### config.mk
export PLATFORM = sky130hd
export DESIGN_NAME = local_sp_stream_reader
export DESIGN_NICKNAME = d
export VERILOG_FILES = /design/src/rtl/local_sp_stream_reader.sv
export SDC_FILE = /design/constraint.sdc
export NUM_CORES = 1
export LEC_CHECK = 0
export BUFFER_PORTS_ARGS = -buffer_cell sky130_fd_sc_hd__clkbuf_2
export CORE_AREA = 2 2 313 315
export CTS_BUF_LIST = sky130_fd_sc_hd__clkbuf_4
export DETAILED_ROUTE_END_ITERATION = 8
export DIE_AREA = 0 0 315 317
export GPL_ROUTABILITY_DRIVEN = 0
export HOLD_SLACK_MARGIN = 0.02
export PLACE_DENSITY = 0.66
export SYNTH_ARGS = -nofsm -noshare
export SYNTH_HDL_FRONTEND = slang
export SYNTH_SLANG_ARGS = --single-unit
### constraint.sdc
create_clock -name clk -period 9.54 [get_ports clk]
set_input_delay 0.954 -clock clk [delete_from_list [all_inputs] [get_ports clk]]
set_output_delay 0.954 -clock clk [all_outputs]
set_load 0.005 [all_outputs]
### src/rtl/local_sp_stream_reader.sv
// local_sp_stream_reader
// Read-side initiator for a single-port URAM scratchpad. A burst command
// (start address, length) becomes a run of sequential reads. Read tags track
// the fixed memory latency, and returned words land in a small show-ahead FIFO
// that drives a valid/ready stream with a last flag.
module local_sp_stream_reader #(
  parameter int DATA_WIDTH   = 256,
  parameter int ADDR_WIDTH   = 11,
  parameter int ADDR_RANGE   = 2048,
  parameter int LEN_WIDTH    = 12,
  parameter int READ_LATENCY = 2,
  parameter int FIFO_DEPTH   = 4
) (
  input  logic                  clk,
  input  logic                  reset,
  input  logic                  cmd_valid,
  output logic                  cmd_ready,
  input  logic [ADDR_WIDTH-1:0] cmd_addr,
  input  logic [LEN_WIDTH-1:0]  cmd_len,
  output logic [ADDR_WIDTH-1:0] mem_address0,
  output logic                  mem_ce0,
  output logic                  mem_we0,
  output logic [DATA_WIDTH-1:0] mem_d0,
  input  logic [DATA_WIDTH-1:0] mem_q0,
  output logic                  out_valid,
  input  logic                  out_ready,
  output logic [DATA_WIDTH-1:0] out_data,
  output logic                  out_last,
  output logic                  done,
  output logic                  busy
);

  localparam logic [1:0] S_IDLE  = 2'd0;
  localparam logic [1:0] S_ISSUE = 2'd1;
  localparam logic [1:0] S_DRAIN = 2'd2;

  localparam int PTR_W = (FIFO_DEPTH > 1) ? $clog2(FIFO_DEPTH) : 1;
  localparam int CNT_W = $clog2(FIFO_DEPTH + 1);
  localparam int INF_W = $clog2(READ_LATENCY + 1);

  logic [1:0]              state;
  logic [ADDR_WIDTH-1:0]   addr_q;
  logic [ADDR_WIDTH-1:0]   addr_next;
  logic [LEN_WIDTH-1:0]    remaining;
  logic                    zero_done;
  logic [READ_LATENCY-1:0] tag_valid;
  logic [READ_LATENCY-1:0] tag_last;
  logic [INF_W-1:0]        inflight;
  logic [DATA_WIDTH-1:0]   fifo_data [FIFO_DEPTH];
  logic [FIFO_DEPTH-1:0]   fifo_last;
  logic [PTR_W-1:0]        wr_ptr;
  logic [PTR_W-1:0]        rd_ptr;
  logic [CNT_W-1:0]        count;
  logic                    cmd_fire;
  logic                    credit_ok;
  logic                    issue;
  logic                    push;
  logic                    pop;
  logic                    drain_done;

  function automatic logic [PTR_W-1:0] ptr_inc(input logic [PTR_W-1:0] p);
    return (p == PTR_W'(FIFO_DEPTH - 1)) ? '0 : p + 1'b1;
  endfunction

  // A read may only be issued when every word already in flight or buffered
  // still has a FIFO slot, so returning data can never overflow the buffer.
  assign cmd_ready    = (state == S_IDLE);
  assign cmd_fire     = cmd_valid & cmd_ready;
  assign credit_ok    = (32'(inflight) + 32'(count)) < FIFO_DEPTH;
  assign issue        = (state == S_ISSUE) && credit_ok;
  assign addr_next    = (addr_q == ADDR_WIDTH'(ADDR_RANGE - 1)) ? '0 : addr_q + 1'b1;
  assign mem_ce0      = issue;
  assign mem_address0 = addr_q;
  assign mem_we0      = 1'b0;
  assign mem_d0       = '0;
  assign push         = tag_valid[READ_LATENCY-1];
  assign out_valid    = (count != '0);
  assign pop          = out_valid & out_ready;
  assign out_data     = out_valid ? fifo_data[rd_ptr] : '0;
  assign out_last     = out_valid & fifo_last[rd_ptr];
  assign drain_done   = (state == S_DRAIN) && (inflight == '0) && (count == '0);
  assign done         = zero_done | drain_done;
  assign busy         = (state != S_IDLE) && !drain_done;

  // Burst control: accept a command, walk the address range, then wait for drain
  always_ff @(posedge clk or negedge reset) begin
    if (!reset) begin
      state     <= S_IDLE;
      addr_q    <= '0;
      remaining <= '0;
      zero_done <= 1'b0;
    end else begin
      zero_done <= cmd_fire && (cmd_len == '0);
      case (state)
        S_IDLE: begin
          if (cmd_fire && (cmd_len != '0)) begin
            addr_q    <= cmd_addr;
            remaining <= cmd_len;
            state     <= S_ISSUE;
          end
        end
        S_ISSUE: begin
          if (issue) begin
            addr_q    <= addr_next;
            remaining <= remaining - 1'b1;
            if (remaining == LEN_WIDTH'(1)) state <= S_DRAIN;
          end
        end
        S_DRAIN: begin
          if (drain_done) state <= S_IDLE;
        end
        default: state <= S_IDLE;
      endcase
    end
  end

  // Read tags ride alongside the memory pipeline and mark when q0 is valid
  always_ff @(posedge clk or negedge reset) begin
    if (!reset) begin
      tag_valid <= '0;
      tag_last  <= '0;
    end else begin
      tag_valid[0] <= issue;
      tag_last[0]  <= (remaining == LEN_WIDTH'(1));
      for (int i = 1; i < READ_LATENCY; i++) begin
        tag_valid[i] <= tag_valid[i-1];
        tag_last[i]  <= tag_last[i-1];
      end
    end
  end

  // Count of reads issued whose data has not yet reached the FIFO
  always_ff @(posedge clk or negedge reset) begin
    if (!reset) begin
      inflight <= '0;
    end else begin
      case ({issue, push})
        2'b10:   inflight <= inflight + INF_W'(1);
        2'b01:   inflight <= inflight - INF_W'(1);
        default: inflight <= inflight;
      endcase
    end
  end

  // FIFO storage captures q0 and its last flag as each tag retires
  always_ff @(posedge clk) begin
    if (push) begin
      fifo_data[wr_ptr] <= mem_q0;
      fifo_last[wr_ptr] <= tag_last[READ_LATENCY-1];
    end
  end

  // FIFO pointers and occupancy; push and pop together leave the count unchanged
  always_ff @(posedge clk or negedge reset) begin
    if (!reset) begin
      wr_ptr <= '0;
      rd_ptr <= '0;
      count  <= '0;
    end else begin
      if (push) wr_ptr <= ptr_inc(wr_ptr);
      if (pop)  rd_ptr <= ptr_inc(rd_ptr);
      case ({push, pop})
        2'b10:   count <= count + CNT_W'(1);
        2'b01:   count <= count - CNT_W'(1);
        default: count <= count;
      endcase
    end
  end

  // A push into a full FIFO would mean the credit rule is broken
  always @(posedge clk) begin
    assert (!(push && !pop && (count == CNT_W'(FIFO_DEPTH))));
  end

endmodule

==> results of run 1 <==
==> cells in the final DEF (no fill, tap or decap), drive strengths merged, types with 3 or more instances in the layout <==
cell         count
xnor2            3
and3             3
ha              11
nor3            10
clkinv          52
and4             4
nand3            6
a21oi            6
dfrtp           39
and2           261
buf             23
diode           20
a22o             4
nand2           14
bufinv           3
mux2             3
conb           257
xor2             3
mux4           257
edfxtp        1028
or2              3
nor4             9
dlygate4sd3    256
a31oi            4
o22ai           11
o2bb2ai         14
clkbuf         965
o21ai            8
inv             27
a22oi            5
nor2            17
o22a             4
==> metal layers <==
metal,track usage,routed length (µm),share of wire,vias to the layer above
met1,0.217,34900,0.35,11850
met4,0.0926,3900,0.039,12
li1,-,-,-,10179
met2,0.349,53700,0.54,1054
met5,0,82,0.00082,-
met3,0.0595,7020,0.070,219
==> logic make-up (layout without fill, tap and decap cells) <==
logic type                 count (synthesis)  after routing  share of synthesized area
buffers and inverters                    377           1327                     0.0569
xor gates and xnor gates                   6              6                    0.00122
and+or+nand+nor                          336            336                     0.0485
AOI/OAI and AO/OA                         73             73                     0.0130
adders and majority gates                 12             12                    0.00367
DFF                                     1067           1067                      0.741
other                                      1            277                  0.0000872
muxes                                    261            261                      0.136
==> area by class of cell <==
cell class / count / area [µm²]
diodes: 20 / 50.0
fillers: 7462 / 44100
well taps: 1276 / 1600
clock buffers: 410 / 3080
flip-flops and latches: 1067 / 31900
clock inverters: 64 / 328
multi-input cells: 945 / 9660
repair buffers: 834 / 5550
inverters: 19 / 76.3
==> per-stage QoR <==
| step | total power [mW] | cell area [µm²] | setup slack, ps | hold WS [ps] | utilization |
|---|---|---|---|---|---|
| after floorplan | 9.87 | 43900 | 2450 | 331 | - |
| after global placement | 11.7 | 46200 | 4960 | 333 | 0.480 |
| after detailed placement | 11.8 | 46200 | 4920 | 335 | 0.480 |
| after CTS | 15.8 | 52100 | 3690 | 22.0 | 0.542 |
| after global routing | 16.3 | 52200 | 3530 | 60.5 | 0.542 |
| final | 15.5 | 52200 | 4010 | 151 | 0.542 |
==> power breakdown <==
part | internal [mW] | switching [mW] | leakage (nW)
sequential | 6.20 | 0.349 | 9.86
clock | 2.04 | 1.76 | 2.05
combinational | 2.38 | 2.79 | 7.15
==> flip-flops by register name, summed over array words and instances, names as in the netlist <==
name	cells
count	3
fifo_data	1024
fifo_last	4
inflight	2
mem_address0	11
rd_ptr	2
remaining	12
state	2
tag_last	2
tag_valid	2
wr_ptr	2
zero_done	1
==> path summary, 6_finish.rpt <==
check,from,to,slack [ps],cells past startpoint
min reg2reg,tag_valid[0]$_DFF_PN0_,tag_valid[1]$_DFF_PN0_,340,0
max,rd_ptr[0]$_DFFE_PN0N_,out_data[236],4010,5
max reg2reg,count[1]$_DFFE_PN0P_,count[1]$_DFFE_PN0P_,5850,9
min in group asynchronous,reset,remaining[5]$_DFFE_PN0P_,570,2
min,mem_q0[41],fifo_data[2][41]$_DFFE_PP_,150,1
max in group asynchronous,reset,rd_ptr[0]$_DFFE_PN0N_,8150,2
==> critical path: cells and delay by family, from the launching register on <==
kind                   cells  cell delay (ps)
buffers and inverters      3             1800
AND/OR/NAND/NOR            1              180
multiplexers               1              630
flip-flops                 1              820
==> flow_summary.toml, run 1 <==
[detailed_routing]
drt-wirelength-per-cell_um = 21.5
drt_wl_total_um = 99600
avgViaCountPerCell = 5.03
num_vias = 23314
drtIter0Drc = 1328
drcViolationCount = 0
dr.pass1.iters = 5
detail-route-antenna-nets = 0

[final_layout]
drive_gt1_frac = 0.383
area_growth_syn_to_layout_pct = 21.4
final_cells = 4635
nets = 3455

[timing]
period_share = 0.580
setup_tns_ps = 0
rsz0062_at_grt = "no"
max_slew.worst_pin.slew_ps = 1080
clock-skew-final_ps = 124
setup_viol = 0
hold_viol_final = 0
clock.fmax_mhz = 181
maxSlewHeadroom = 0.277
slew_viol_final = 0
period_needed_ps = 5530

[clock_tree]
tritoncts = "built"
cts_buffer_depth = 4
clock_latency_ps = 1200
cts_setup_buffers = 0
clkSinkCount = 1067
h-tree-depth = 5
postCtsHoldBufs = 256
cts_resized = 0
ctsRootBufferMaster = "clkbuf_4"
clk_pin_slew_worst_paths_ps = 60
cts_made_buffers = 293

[critical_path]
slowest_delay_ps = 850
crit_path_top_delay_cell = "buf_4"
timing_worst_setup_path_type = "register to output pin"
worstPathRequired_ps = 8590
arrival_ps = 4580
path_cells = "buf_4 -> buf_4 -> mux4_2 -> and2_1 -> clkbuf_2"
cp_max_fo = 45
crit_path_end_kind = "output pin"
path_common_cell = "buf_4"
start_kind = "register"

[synth]
postSynthAreaPerCell_um2 = 20.2
synth_flop_cell = "edfxtp_1"
syn_area_um2 = 43000
yosys_warnings = 0
synthDistinctLibCells = 59
synth_most_common_cell = "edfxtp_1"
yosys-top-cells-count = "edfxtp_1, and2_1, buf_4, mux4_2, clkbuf_1"
synth_cells = 2133
synth_top_area_cell = "edfxtp_1"
synth_edf_count = 1028
synth_seq_cells = 1067
synthTopCellsByArea = "edfxtp_1, mux4_2, buf_4"
synthArstFlopShare = 0.0366
netlist.area_leader.share = 0.718
ys_seq_area_frac = 0.741

[floorplanning]
start_util = 0.446
core_area_um2 = 96300
rows = 114
die_w_um = 315
die_h_um = 317
io_pins = 813
die-area_um2 = 99900

[place]
dpl.hpwl_um = 61400
port_buffers = 555
dp.cells = 3885

[pwr]
power.leakage_nw = 19.1
powerDensity_nw_per_um2 = 297
ir_worst_vdd_mv = 0.182

[global_route]
antenna_found_initial = 22
grt_max_degree = 136
grt_pass1_vias = 24884
grt_usage = 0.197
grt_pass1_wl_um = 148000
globalRouteOverflowTotal = 0

[job]
maxCapViolations = 0

[worst_hold_path]
hold_class = "primary input to register"

[run_status]
status = "complete, no violations"
Note: power is estimated with default switching activity, not from simulation.
==> run 2, diff against run 1 <==
==> constraint.sdc (replaced) <==
create_clock -name clk -period 5.4 [get_ports clk]
set_input_delay 0.54 -clock clk [delete_from_list [all_inputs] [get_ports clk]]
set_output_delay 0.54 -clock clk [all_outputs]
set_load 0.005 [all_outputs]
==> run 2 against run 1 <==
Net effect:
- worst hold slack gained 22 ps
- via count grew 0.17%
- register-to-register slack got worse by 3200 ps
- utilization grew 0.63 points
- critical path type unchanged
- largest power group unchanged
- highest routed layer unchanged
==> flow_summary.toml, run 2 (same netlist as run 1, synthesis figures left out) <==
[detailed_routing]
drt_wl_total_um = 96700
avgViaCountPerCell = 5.00
dr.pass1.iters = 5
drcViolationCount = 0
drtIter0Drc = 1302
drt-wirelength-per-cell_um = 20.7
detail-route-antenna-nets = 0
num_vias = 23353

[floorplanning]
rows = 114
die_w_um = 315
start_util = 0.446
io_pins = 813
die-area_um2 = 99900
core_area_um2 = 96300
die_h_um = 317

[pwr]
power.leakage_nw = 19.3
switching_power_mw = 8.54
switching_share = 0.312
combPwrFrac = 0.335
p_seq_frac = 0.424
ir_worst_vdd_mv = 0.409
intPower_mw = 18.8
clkPwrFrac = 0.241
powerDensity_nw_per_um2 = 518

[critical_path]
regToRegSetupSlack_ps = 2680
start_kind = "register"
slowest_delay_ps = 1120
path_depth = 4
worstPathRequired_ps = 4860
path_cells = "buf_12 -> mux4_2 -> and2_1 -> clkbuf_2"
cp_max_fo = 92
timing_worst_setup_path_type = "register to output pin"
arrival_ps = 3650
path_buf_inv = 2
crit_path_end_kind = "output pin"
ff2ff_path_depth = 8
cp_top_family = "flip-flops"
crit_path_top_delay_cell = "dfrtp_4"

[clock_tree]
cts_made_buffers = 288
clock_latency_ps = 1160
clk_pin_slew_worst_paths_ps = 60
h-tree-depth = 5
tritoncts = "built"
cts_resized = 0
cts_buffer_depth = 4
ctsRootBufferMaster = "clkbuf_4"
clkSinkCount = 1067
cts_setup_buffers = 0

[timing]
hold_viol_final = 0
period_needed_ps = 4190
max_slew.worst_pin.slew_ps = 1100
rsz0062_at_grt = "no"
setup_viol = 0
slew_viol_final = 0
setup_tns_ps = 0
clock-skew-final_ps = 81.7
clock.fmax_mhz = 239
maxSlewHeadroom = 0.264
period_share = 0.776

[global_route]
globalRouteOverflowTotal = 0
grt_usage = 0.192
antenna_found_initial = 9
grt_max_degree = 135
grt_pass1_wl_um = 144000
grt_pass1_vias = 24719

[job]
maxCapViolations = 0

[final_layout]
layout_common_cells = "edfxtp_1, clkbuf_2, clkbuf_4"
largest_reg_flops = 1024
area_growth_syn_to_layout_pct = 22.8
final_area_um2 = 52800
layout_commonest_cell = "edfxtp_1"
nets = 3510
postLayoutCoreUtil = 0.548
final_cells = 4671
largest-register = "fifo_data"
drive_gt1_frac = 0.376

[place]
dp.cells = 3889
dpl_cell_area_um2 = 46300
dpl.hpwl_um = 59600
port_buffers = 555

[worst_hold_path]
hold_class = "primary input to register"
hold_depth = 2

[run_status]
status = "complete, no violations"
[run 2: cell count changes in the layout (fill, tap and decap cells not counted), moves of 4 or more]
cell	previous run	this run
dlygate4sd3_1	256	312
diode_2	20	8
buf_12	3	14
buf_4	20	13
clkbuf_4	410	406
inv_2	9	5
[run 2: final timing paths]
check,startpoint,end
max,rd_ptr[1]$_DFFE_PN0N_,out_data[165]
min,mem_q0[37],fifo_data[2][37]$_DFFE_PP_
max reg2reg,count[1]$_DFFE_PN0P_,count[1]$_DFFE_PN0P_
min reg2reg,tag_valid[0]$_DFF_PN0_,tag_valid[1]$_DFF_PN0_
max in group asynchronous,reset,rd_ptr[0]$_DFFE_PN0N_
min in group asynchronous,reset,mem_address0[2]$_DFFE_PN0P_
[run 2: timing repair]
action | 4_1_cts | 5_1_grt
endpoints found under the hold margin | 1093 | 0
endpoints found under the setup margin | 0 | 0
hold buffers | 312 | 0
[run 2: power groups by stage]
stage          logic (mW)  clock network, mW  registers [mW]
2_1_floorplan        5.58                  0            11.6
3_3_place_gp         9.05                  0            11.6
3_5_place_dp         9.09                  0            11.8
4_1_cts              9.33               6.79            11.6
5_1_grt              9.83               7.23            11.7
6_report             9.16               6.59            11.6
[run 2: area by class of cell]
| cell class | count | area (µm²) |
|---|---|---|
| fillers | 7410 | 43500 |
| flip-flops and latches | 1067 | 31900 |
| multi-input cells | 945 | 9660 |
| repair buffers | 894 | 6280 |
| clock buffers | 406 | 3050 |
| well taps | 1276 | 1600 |
| clock inverters | 56 | 267 |
| inverters | 19 | 76.3 |
| diodes | 8 | 20.0 |
[run 2: metrics by stage]
| step | total power [mW] | worst slack (ps) | hold slack [ps] |
|---|---|---|---|
| floorplan | 17.2 | 1190 | 244 |
| detailed placement | 20.9 | 2340 | 343 |
| CTS | 27.7 | 1030 | 20.0 |
| global route | 28.8 | 953 | 64.6 |
| global placement | 20.7 | 2340 | 331 |
| finish | 27.3 | 1210 | 174 |
[run 2: routing by layer]
metal,global-route usage,vias to the layer above,part of all wire
met5,0,-,0.00011
met4,0.0929,2,0.037
met3,0.0585,181,0.068
met2,0.346,995,0.55
met1,0.205,11909,0.34
li1,-,10266,-
==> run 3, diff against run 2 <==
--- a/config.mk
+++ b/config.mk
@@ -5,14 +5,15 @@
 export SDC_FILE = /design/constraint.sdc
 export NUM_CORES = 1
 export LEC_CHECK = 0
+export ABC_AREA = 1
 export BUFFER_PORTS_ARGS = -buffer_cell sky130_fd_sc_hd__clkbuf_2
-export CORE_AREA = 2 2 313 315
+export CORE_AREA = 2 2 312 314
 export CTS_BUF_LIST = sky130_fd_sc_hd__clkbuf_4
 export DETAILED_ROUTE_END_ITERATION = 8
-export DIE_AREA = 0 0 315 317
+export DIE_AREA = 0 0 314 316
 export GPL_ROUTABILITY_DRIVEN = 0
 export HOLD_SLACK_MARGIN = 0.02
-export PLACE_DENSITY = 0.66
+export PLACE_DENSITY = 0.71
 export SYNTH_ARGS = -nofsm -noshare
 export SYNTH_HDL_FRONTEND = slang
 export SYNTH_SLANG_ARGS = --single-unit
==> constraint.sdc (replaced) <==
create_clock -name clk -period 3.4 [get_ports clk]
set_input_delay 0.34 -clock clk [delete_from_list [all_inputs] [get_ports clk]]
set_output_delay 0.34 -clock clk [all_outputs]
set_load 0.005 [all_outputs]
==> run 3 against run 2 <==
Net effect:
- combinational power is 110% higher
- synthesized area up 2.6%
- global-route usage increased by 4.8 points
- design area is 7.6% higher
- register-to-register slack lost 1800 ps
- critical endpoint is now out_data[37]
- worst hold slack got worse by 21 ps
- via count increased by 42%
==> flow_summary.toml, run 3 <==
[detailed_routing]
detail-route-antenna-nets = 0
drtIter0Drc = 2814
num_vias = 33239
drcViolationCount = 0
drt_wl_total_um = 124000
drt-wirelength-per-cell_um = 19.4
dr.pass1.iters = 6
avgViaCountPerCell = 5.21

[clock_tree]
cts_buffer_depth = 4
cts_made_buffers = 288
h-tree-depth = 5
tritoncts = "built"
clock_latency_ps = 1190
ctsRootBufferMaster = "clkbuf_4"
clkSinkCount = 1067
clk_pin_slew_worst_paths_ps = 70

[final_layout]
layout_common_cells = "nor2_1, edfxtp_1, dlygate4sd3_1"
nets = 5223
drive_gt1_frac = 0.214
area_growth_syn_to_layout_pct = 28.8
multi_input_area_um2 = 10100
fillerInstances = 7090
final_cells = 6382
largest_reg_flops = 1024
layout_commonest_cell = "nor2_1"
final-seq-area_um2 = 31900
largest-register = "fifo_data"

[timing]
clock.fmax_mhz = 306
setup_tns_ps = 0
period_share = 0.962
slew_viol_final = 0
setup_ws_ps = 128
maxSlewHeadroom = 0.352
period_needed_ps = 3270
setup_viol = 0
hold_viol_final = 0
clock-skew-final_ps = 82.2
max_slew.worst_pin.slew_ps = 970

[pwr]
ir_worst_vdd_mv = 0.534
powerDensity_nw_per_um2 = 820
power.leakage_nw = 21.6

[synth]
postSynthAreaPerCell_um2 = 12.1
synthDistinctLibCells = 36
synth_edf_count = 1028
synth_cells = 3642
ys_seq_area_frac = 0.722
yosys-top-cells-count = "nor2_1, edfxtp_1, o21ai_0, buf_4, a21oi_1"
synth_top_area_cell = "edfxtp_1"
synth_flop_cell = "edfxtp_1"
synth_seq_cells = 1067
syn_area_um2 = 44100
synthTopCellsByArea = "edfxtp_1, nor2_1, buf_4"
netlist.area_leader.share = 0.700
synth_most_common_cell = "nor2_1"
synthArstFlopShare = 0.0366
yosys_warnings = 0

[floorplanning]
rows = 114
die_h_um = 316
die-area_um2 = 99200
die_w_um = 314
core_area_um2 = 96000
start_util = 0.459
io_pins = 813

[global_route]
globalRouteOverflowTotal = 0
grt_max_degree = 108
grt_pass1_vias = 32694
grt_usage = 0.240
antenna_found_initial = 28
grt_pass1_wl_um = 183000

[place]
dpl.hpwl_um = 64100
port_buffers = 555
dp.cells = 5325
place_ws_ps = 784

[critical_path]
reg2reg_to = "remaining[4]$_DFFE_PN0P_"
timing_worst_setup_path_type = "register to output pin"
regToRegSetupSlack_ps = 850
crit_path_end_kind = "output pin"
start_kind = "register"
worstPathRequired_ps = 3060
rr_startpoint = "state[0]$_DFFE_PN0P_"
ff2ff_path_depth = 8
arrival_ps = 2930
cp_max_fo = 78

[run_status]
status = "complete, no violations"

[worst_hold_path]
hold_class = "primary input to register"
holdPathEnd = "remaining[7]$_DFFE_PN0P_"
hp-start = "cmd_len[7]"
hold_depth = 6

[job]
maxCapViolations = 0
-- run 3: cell count changes after synthesis, sizes merged, moves of 103 or more --
cell / delta
nor2: +1050
o21ai: +535
a21oi: +261
and2: -261
mux4: -257
nand2: +103
-- run 3: logic make-up (layout without fill, tap and decap cells) --
logic type / after synthesis / count (layout) / share of synthesized area
AND/OR/NAND/NOR: 1237 / 1237 / 0.108
AO/OA/AOI/OAI: 812 / 812 / 0.0923
buffers and inverters: 506 / 1691 / 0.0722
adder cells (fa/ha/maj): 12 / 12 / 0.00358
flip-flops: 1067 / 1067 / 0.722
other: 1 / 280 / 0.0000851
XOR/XNOR: 7 / 7 / 0.00139
-- run 3: metrics by stage --
stage	hold slack, ps	utilization	power, mW	instance area [µm²]
final	153	0.592	46.6	56800
after detailed placement	337	0.492	33.9	47200
after global routing	82.1	0.592	49.1	56800
after CTS	26.6	0.590	45.9	56600
after global placement	336	0.492	33.6	47200
after floorplan	44.4	-	27.5	45100
-- run 3: metal layers --
metal  up-vias  track usage  part of all wire
met2      2047        0.399              0.50
met1     15771        0.273              0.35
met5         -            0           0.00058
met3       446       0.0692             0.092
met4        12        0.150             0.059
li1      14963            -                 -
-- run 3: critical path: stages (launching register included) --
cell and delay [ps]:
dfrtp_4 600, buf_12 180, buf_16 250, nor2_1 190
o21ai_0 130, a21oi_1 240, clkbuf_2 180
-- run 3: area by class of cell --
type                    instances  share of cell area
flip-flops and latches       1067               0.561
clock buffers                 396              0.0523
clock inverters                49             0.00425
well taps                    1276              0.0281
diodes                         23             0.00101
repair inverters                2            0.000352
inverters                      40             0.00388
repair buffers               1204               0.172
multi-input cells            2325               0.177
-- run 3: worst max-delay path by stage --
stage                          startpoint  slack (ps)                   endpoint
global route        rd_ptr[0]$_DFFE_PN0N_          -6              out_data[158]
detailed placement  rd_ptr[1]$_DFFE_PN0N_         780               out_data[69]
finish              rd_ptr[1]$_DFFE_PN0N_         130               out_data[37]
global placement    rd_ptr[1]$_DFFE_PN0N_         850                   out_last
floorplan           wr_ptr[0]$_DFFE_PN0P_       -1510  fifo_data[2][0]$_DFFE_PP_
CTS                  count[2]$_DFFE_PN0P_          -5                       done
-- run 3: repair_timing --
| item | 4_1_cts | 5_1_grt |
|---|---|---|
| resized for setup | 31 | 13 |
| setup buffers | 10 | 2 |
| setup endpoints to repair | 258 | 103 |
| pin swaps | 0 | 3 |
| gates cloned | 8 | 3 |
| endpoints found under the hold margin | 1094 | 0 |
| hold buffers | 566 | 0 |
-- run 3: power breakdown --
part | internal [mW] | total (mW) | switching (mW)
registers | 16.6 | 17.2 | 0.655
clock network | 5.46 | 10.5 | 5.04
logic | 6.67 | 18.9 | 12.2
total | 28.7 | 46.6 | 17.9
